`src/rtl/gpio_bus_arbiter.sv`:
```
// -----------------------------------------------------------------------------
// gpio_bus_arbiter
//
// Shares the single gpio register port (mem_valid/mem_ready style bus with a
// 4-bit word address) between NUM_MASTERS requesters, for example the CPU
// core, the bit-bang sequencer and the debug loader. One transaction is in
// flight at a time. The winning request is registered and then forwarded to
// gpio. A response timeout covers a slave that never asserts ready.
//
// Handshake semantics, for both sides of the block:
//   A master raises m_valid[i] with its addr/wdata/wstrb and holds them stable.
//   The arbiter completes the request with a one-cycle m_ready[i] pulse. The
//   master must drop m_valid[i] (or present a new request) in the following
//   cycle. A master may also abandon a request by dropping m_valid[i] before
//   m_ready. On the slave side, s_valid stays high with s_addr/s_wdata/s_wstrb
//   constant until the first cycle in which s_ready is sampled high. That
//   cycle is the transfer cycle, and s_rdata is captured in it.
//
// Ports
//   mem_clk      in   clock, rising edge
//   rst_n        in   asynchronous active-low reset
//   m_valid      in   [N]      request per master
//   m_addr       in   [4N]     word address, master i at [4i+3:4i]
//   m_wdata      in   [32N]    write data, master i at [32i+31:32i]
//   m_wstrb      in   [4N]     byte strobes, 0 = read
//   m_ready      out  [N]      one-cycle completion pulse (one-hot or zero)
//   m_rdata      out  [32]     shared read data, valid with m_ready
//   s_valid      out           gpio mem_valid
//   s_addr       out  [4]      gpio mem_addr
//   s_wdata      out  [32]     gpio mem_wdata
//   s_wstrb      out  [4]      gpio mem_wstrb
//   s_ready      in            gpio mem_ready
//   s_rdata      in   [32]     gpio mem_rdata
//   grant_id     out  [GNT_W]  index of the current or last granted master
//   timeout_err  out           sticky timeout flag, cleared only by reset
//   o_state      out  [2]      FSM state for debug: 0 IDLE, 1 BUSY, 2 RESP
// -----------------------------------------------------------------------------
module gpio_bus_arbiter #(
   parameter int          NUM_MASTERS = 2,
   parameter int          GNT_W       = 1,
   parameter int          TIMEOUT     = 15,
   parameter logic [31:0] ERR_RDATA   = 32'hDEADBEEF
) (
   input  logic                      mem_clk,
   input  logic                      rst_n,
   input  logic [NUM_MASTERS-1:0]    m_valid,
   input  logic [4*NUM_MASTERS-1:0]  m_addr,
   input  logic [32*NUM_MASTERS-1:0] m_wdata,
   input  logic [4*NUM_MASTERS-1:0]  m_wstrb,
   output logic [NUM_MASTERS-1:0]    m_ready,
   output logic [31:0]               m_rdata,
   output logic                      s_valid,
   output logic [3:0]                s_addr,
   output logic [31:0]               s_wdata,
   output logic [3:0]                s_wstrb,
   input  logic                      s_ready,
   input  logic [31:0]               s_rdata,
   output logic [GNT_W-1:0]          grant_id,
   output logic                      timeout_err,
   output logic [1:0]                o_state
);

   typedef enum logic [1:0] {
      ST_IDLE = 2'd0,
      ST_BUSY = 2'd1,
      ST_RESP = 2'd2
   } state_t;

   state_t           r_state;
   state_t           w_next_state;

   logic [GNT_W-1:0] r_last_grant;
   logic [GNT_W-1:0] r_grant;
   logic [3:0]       r_addr;
   logic [31:0]      r_wdata;
   logic [3:0]       r_wstrb;
   logic [31:0]      r_rdata;
   logic             r_timeout_err;
   logic [7:0]       r_count;

   logic             w_any_req;
   logic             w_found;
   logic [GNT_W-1:0] w_winner;
   logic             w_timeout_hit;
   logic             w_grant_valid;

   // ---------------------------------------------------------------------------
   // Round-robin pick. Scan last_grant+1, last_grant+2, ... modulo NUM_MASTERS
   // and take the first requester found. Because the scan indices are reduced
   // modulo NUM_MASTERS, indices >= NUM_MASTERS are never produced, even when
   // NUM_MASTERS is not a power of two.
   // ---------------------------------------------------------------------------
   always_comb begin
      w_found  = 1'b0;
      w_winner = '0;
      for (int k = 1; k <= NUM_MASTERS; k++) begin
         if (!w_found && m_valid[(int'(r_last_grant) + k) % NUM_MASTERS]) begin
            w_found  = 1'b1;
            w_winner = GNT_W'((int'(r_last_grant) + k) % NUM_MASTERS);
         end
      end
   end

   assign w_any_req     = |m_valid;
   assign w_timeout_hit = (r_count == 8'(TIMEOUT - 1));
   // The granted master is still asking. When this drops during BUSY, the
   // request was abandoned.
   assign w_grant_valid = m_valid[r_grant];

   // ---------------------------------------------------------------------------
   // FSM state register
   // ---------------------------------------------------------------------------
   always_ff @(posedge mem_clk or negedge rst_n) begin
      if (!rst_n) begin
         r_state <= ST_IDLE;
      end else begin
         r_state <= w_next_state;
      end
   end

   // ---------------------------------------------------------------------------
   // Next-state logic. In BUSY, s_ready wins over abandon, and abandon wins
   // over timeout.
   // ---------------------------------------------------------------------------
   always_comb begin
      w_next_state = r_state;
      case (r_state)
         ST_IDLE: begin
            if (w_any_req) begin
               w_next_state = ST_BUSY;
            end
         end
         ST_BUSY: begin
            if (s_ready) begin
               w_next_state = ST_RESP;
            end else if (!w_grant_valid) begin
               w_next_state = ST_IDLE;
            end else if (w_timeout_hit) begin
               w_next_state = ST_RESP;
            end
         end
         ST_RESP: begin
            w_next_state = ST_IDLE;
         end
         default: begin
            w_next_state = ST_IDLE;
         end
      endcase
   end

   // ---------------------------------------------------------------------------
   // Datapath: request capture, response capture, timeout counting and
   // round-robin history.
   // ---------------------------------------------------------------------------
   always_ff @(posedge mem_clk or negedge rst_n) begin
      if (!rst_n) begin
         r_last_grant  <= GNT_W'(NUM_MASTERS - 1);
         r_grant       <= '0;
         r_addr        <= '0;
         r_wdata       <= '0;
         r_wstrb       <= '0;
         r_rdata       <= '0;
         r_timeout_err <= 1'b0;
         r_count       <= '0;
      end else begin
         case (r_state)
            ST_IDLE: begin
               // Clear the counter here, so every BUSY entry starts from zero.
               r_count <= '0;
               if (w_any_req) begin
                  r_grant <= w_winner;
                  r_addr  <= m_addr [4*int'(w_winner)  +: 4];
                  r_wdata <= m_wdata[32*int'(w_winner) +: 32];
                  r_wstrb <= m_wstrb[4*int'(w_winner)  +: 4];
               end
            end
            ST_BUSY: begin
               r_count <= r_count + 8'd1;
               if (s_ready) begin
                  r_rdata      <= s_rdata;
                  r_last_grant <= r_grant;
               end else if (!w_grant_valid) begin
                  r_last_grant <= r_grant;
               end else if (w_timeout_hit) begin
                  r_rdata       <= ERR_RDATA;
                  r_timeout_err <= 1'b1;
                  r_last_grant  <= r_grant;
               end
            end
            default: begin
               // RESP: all registers hold. m_rdata stays stable past its pulse.
            end
         endcase
      end
   end

   // ---------------------------------------------------------------------------
   // Outputs
   // ---------------------------------------------------------------------------
   assign s_valid     = (r_state == ST_BUSY);
   assign s_addr      = r_addr;
   assign s_wdata     = r_wdata;
   assign s_wstrb     = r_wstrb;
   assign m_ready     = (r_state == ST_RESP) ? (NUM_MASTERS'(1) << r_grant) : '0;
   assign m_rdata     = r_rdata;
   assign grant_id    = r_grant;
   assign timeout_err = r_timeout_err;
   assign o_state     = r_state;

endmodule

```
`config.mk`:
```
export PLATFORM = sky130hd
export DESIGN_NAME = gpio_bus_arbiter
export DESIGN_NICKNAME = d
export VERILOG_FILES = /design/src/rtl/gpio_bus_arbiter.sv
export SDC_FILE = /design/constraint.sdc
export NUM_CORES = 1
export LEC_CHECK = 0
export BUFFER_PORTS_ARGS = -buffer_cell sky130_fd_sc_hd__buf_4
export CORE_MARGIN = 2
export CORE_UTILIZATION = 40
export DETAILED_ROUTE_END_ITERATION = 6
export PLACE_DENSITY = 0.83
export SYNTH_ARGS = -nofsm -noshare
export SYNTH_HDL_FRONTEND = slang
export SYNTH_SLANG_ARGS = --single-unit
```
`constraint.sdc`:
```
create_clock -name mem_clk -period 4 [get_ports mem_clk]
set_input_delay 0.6 -clock mem_clk [delete_from_list [all_inputs] [get_ports mem_clk]]
set_output_delay 0.6 -clock mem_clk [all_outputs]
set_load 0.03 [all_outputs]
```
* After elaboration in Yosys (flattened, before gate mapping)
Cells that the tools add are included.
** Storage, ports and cells
- Bits in registers :: 85
- Input bits :: 117
- Word-level logic and storage cells :: 64
** Operators by class
- Add/sub/neg operators :: 3
- Order comparisons :: 3
- Equality and inequality tests :: 6
- Shifts and indexed selects :: 4
- Multiplexer cells :: 24
- Bitwise operators :: 3
- Reductions and logical operators :: 12
** Operators by type and width (count)
- two-way mux 32 bit :: 3
- indexed part select 64 x 7 -> 32 bit :: 1
- one-hot mux 8 bit (2 select lines) :: 1
- indexed part select 8 x 4 -> 4 bit :: 2
- two-way mux 1 bit :: 14
- two-way mux 2 bit :: 5
- adder 8 x 1 -> 8 bit, second input constant :: 1
- equality test 8 x 4 -> 1 bit, second input constant :: 1
- < comparator 2 x 3 -> 1 bit, second input constant :: 2
- AND reduction 2 bit :: 3
- nonzero test 2 bit :: 3
- != test 4 bit, second input constant :: 1
- one-hot mux 2 bit (2 select lines) :: 1
- AND reduction 4 bit :: 1
- != test 3 bit, second input constant :: 1
- AND reduction 3 bit :: 1
- adder 1 bit, second input constant :: 2
- AND 1 bit, first input constant :: 2
- equality test 2 x 1 -> 1 bit, second input constant :: 1
- equality test 2 bit, second input constant :: 1
- zero test 2 bit :: 1
- < comparator 1 x 2 -> 1 bit, second input constant :: 1
- != test 2 bit, second input constant :: 1
- OR reduction 2 bit :: 1
- 4 further kinds :: 4

* Longest topological paths before layout
- Depth in word-level cells :: 10
- Depth in mapped cells :: 8
- Depth with buffers taken out :: 7

* Worst setup path after synthesis
OpenSTA, ideal clock, no wires.
- Path kind :: reg2out
- From :: register r_state[1] (netlist: o_state[1])
- To :: output port m_ready[0]
- Arrival :: 1563 ps
- Setup slack :: 1837 ps
- Cell stages (with the launch flop) :: 3
- Cell sequence :: dfrtp_1 clkbuf_1 nor3b_1
** Between the ends
- Longest elaborated chain between the ends :: 2
** Ends and longest elaborated chain
- start, declared :: RTL line 69 : state_t r_state;
- start signal, assigned :: RTL line 117 : r_state <= w_next_state;
- equality test 2 bit :: RTL line 204 : assign m_ready = (r_state == ST_RESP) ? (NUM_MASTERS'(1) << r_grant) : '0;
- two-way mux 2 bit :: RTL line 204
- end, declared :: RTL line 50 : output logic [NUM_MASTERS-1:0] m_ready,
Every way passes these cells.

* Final worst setup path
- From :: register r_state[1] (netlist: o_state[1])
- To :: output port s_valid
** Between the ends
- Longest elaborated chain between the ends :: 1
** Ends and longest elaborated chain
- equality test 2 x 1 -> 1 bit :: RTL line 200 : assign s_valid = (r_state == ST_BUSY);
- end, declared :: RTL line 52 : output logic s_valid,
Every way passes these cells.

==> impl_metrics.tcl <==
set metrics [dict create \
    synth_top_area_share 0.571 \
    synth_fp_nets 430 \
    via_per_inst 5.00 \
    grt_pass1_vias 3112 \
    cts_made_buffers 9 \
    crit_required_ps 3400 \
    critPathMaxFanout 13 \
    fmax_mhz 452 \
    final_nets 620 \
    core_area_um2 9060 \
    gp_congestion 0.767 \
    pre_cts_ws_ps 1950 \
    antenna_found_initial 0 \
    syn_inst 311 \
    vias 3086 \
    grt.total_usage 0.187 \
    drt_iter0_markers 79 \
    fin_crit_sh 0.553 \
    die_area_um2 9990 \
    routed_wirelength_um 9270 \
    cts_root_buf "clkbuf_8" \
    setup_violations 0 \
    relSlewSlack 0.294 \
    min_path_type "input port to async pin" \
    syn_area_um2 3680 \
    syn_area_per_cell_um2 11.8 \
    ys_ff_latch 85 \
    clk_latency_ps 360 \
    synth_top_area_cell "dfrtp_1" \
    final_common_cell "buf_4" \
    synth.yosys.seq_area_share 0.578 \
    path_class "flip-flop to primary output" \
    drtAntennaViolNets 0 \
    vdd_drop_max_v 0.000352 \
    drv_slew 0 \
    grt_max_degree 86 \
    ios 196 \
    drive_above_1_share 0.458 \
    cts_sinks 85 \
    die_h_um 99.9 \
    yosys_warnings 0 \
    routedWlPerCell_um 15.0 \
    finalPower_mw 4.32 \
    start_kind "flip-flop" \
    synth_area_leaders "dfrtp_1 57%, mux2i_1 11%, o21ai_0 5.8%, o22a_1 4.8%, nand2_1 4.6%" \
    rsz0062_at_grt "false" \
    synthToLayoutAreaGrowth_pct 46.8 \
    synth_cell_types 38 \
    nFillCells 760 \
    firstDrtPassIters 4 \
    grt_pass1_wl_um 14700 \
    finClkSkew_ps 17.7 \
    cts_tree "built" \
    worst_slack_ps 1790 \
    final_hold_viol_count 0 \
    final_cell_mix "197 x buf_4, 84 x dfrtp_1, 45 x nand2_1" \
    antenna_cells 0 \
    cts.clk_slew.worst_paths_ps 110 \
    crit_arrival_ps 1610 \
    globalRouteOverflowTotal 0 \
    status "complete, no violations" \
    fin_tns_setup_ps 0 \
    rows 35 \
    critPathCaptureType "primary output" \
    multi_input_area_um2 1440 \
    place_hpwl_um 6840 \
    die_w_um 99.9 \
    regArea_um2 2130 \
    clockBufferDepth 2 \
    drv_cap 0 \
    cts_max_level 3 \
    cts.repair.resized 0 \
    cts_setup_buffers 0 \
    cts-hold-fix-buffers 0 \
    io_buffers 195 \
    power_density_nw_per_um2 798 \
    finalCriticalPeriod_ps 2210 \
    leakage_nw 2.67 \
    tightest_slew_ps 1060 \
    start_util 0.406 \
    drc_errors 0 \
]
## sequential cells by signal (all words and copies together) (netlist names)
| register | count |
|---|---|
| s_addr | 4 |
| o_state | 2 |
| s_wstrb | 4 |
| s_wdata | 32 |
| timeout_err | 1 |
| grant_id | 1 |
| r_last_grant | 1 |
| r_count | 8 |
| m_rdata | 32 |
## cells in the mapped netlist
library cell   instances
ha_1                   2
nor4_4                 1
nand2b_1               2
o31ai_1                2
clkbuf_1              10
nor2_1                 5
dlygate4sd1_1          1
nand3_1                6
and3_1                 1
and2_1                 1
a22o_1                 6
o21ai_4                1
or4b_4                 1
nand2_1               45
xor2_1                 3
o22a_2                 4
and4b_1                1
o311ai_0               1
nand2_2                1
buf_12                 2
nor3_1                 2
clkinv_8               1
o21ai_0               43
or3_1                  1
a21oi_1                1
dfrtp_1               84
a22o_2                 6
and3b_1                1
a21o_1                 2
o22a_1                20
dfstp_2                1
mux2i_1               42
clkbuf_2               1
nand2b_2               1
inv_1                  3
buf_2                  4
o21ai_1                1
nor3b_1                1
## worst paths after layout
path                                  start  depth (start not counted)           to  slack, ps
worst max-delay path             o_state[1]                          3      s_valid       1790
worst min-delay path                  rst_n                          1   r_count[3]        420
worst min register to register  timeout_err                          1  timeout_err        470
worst max register to register   o_state[1]                          5   s_wdata[5]       2030
max in group asynchronous             rst_n                          1   s_wstrb[2]       2880
min in group mem_clk            s_rdata[18]                          2  m_rdata[18]        460
## power by group
group	internal (mW)	switching, mW
clock network	0.247	0.345
logic	0.855	1.36
registers	1.25	0.259
## through the flow
stage	instances	instance area (µm²)	hold WS (ps)	utilization
2_1_floorplan	311	3680	304	-
3_3_place_gp	601	5210	445	0.575
3_5_place_dp	601	5210	456	0.575
4_1_cts	617	5410	442	0.596
5_1_grt	617	5410	436	0.596
6_report	617	5410	418	0.596
## metal layers
layer  vias to the layer above  track usage  share of wire  wire length (µm)
met5                         -            0              0                 0
met4                         0       0.0748          0.018               170
met3                        16       0.0411          0.058               540
met2                       119        0.318           0.50              4680
met1                      1452        0.234           0.42              3880
li1                       1499            -              -                 -
## critical path: stages (launching register included)
cell and delay (ps):
dfrtp_1 530, nand2b_2 280, inv_1 220, buf_4 210
## cells by family after synthesis
group,after synthesis,share of synthesized area
mux,42,0.114
compound gates,87,0.165
flops,85,0.578
buf+inv,22,0.0377
xor+xnor,3,0.00714
simple gates,70,0.0911
fa+ha+maj,2,0.00679
## final cells by class
cell class,count,area share
timing repair buffer,197,0.274
inverter,4,0.00509
tap,111,0.0257
sequential,85,0.394
clock inverter,7,0.0132
clock buffer,9,0.0229
multi-input combinational,204,0.266
Power figures use the tool's default switching activity.
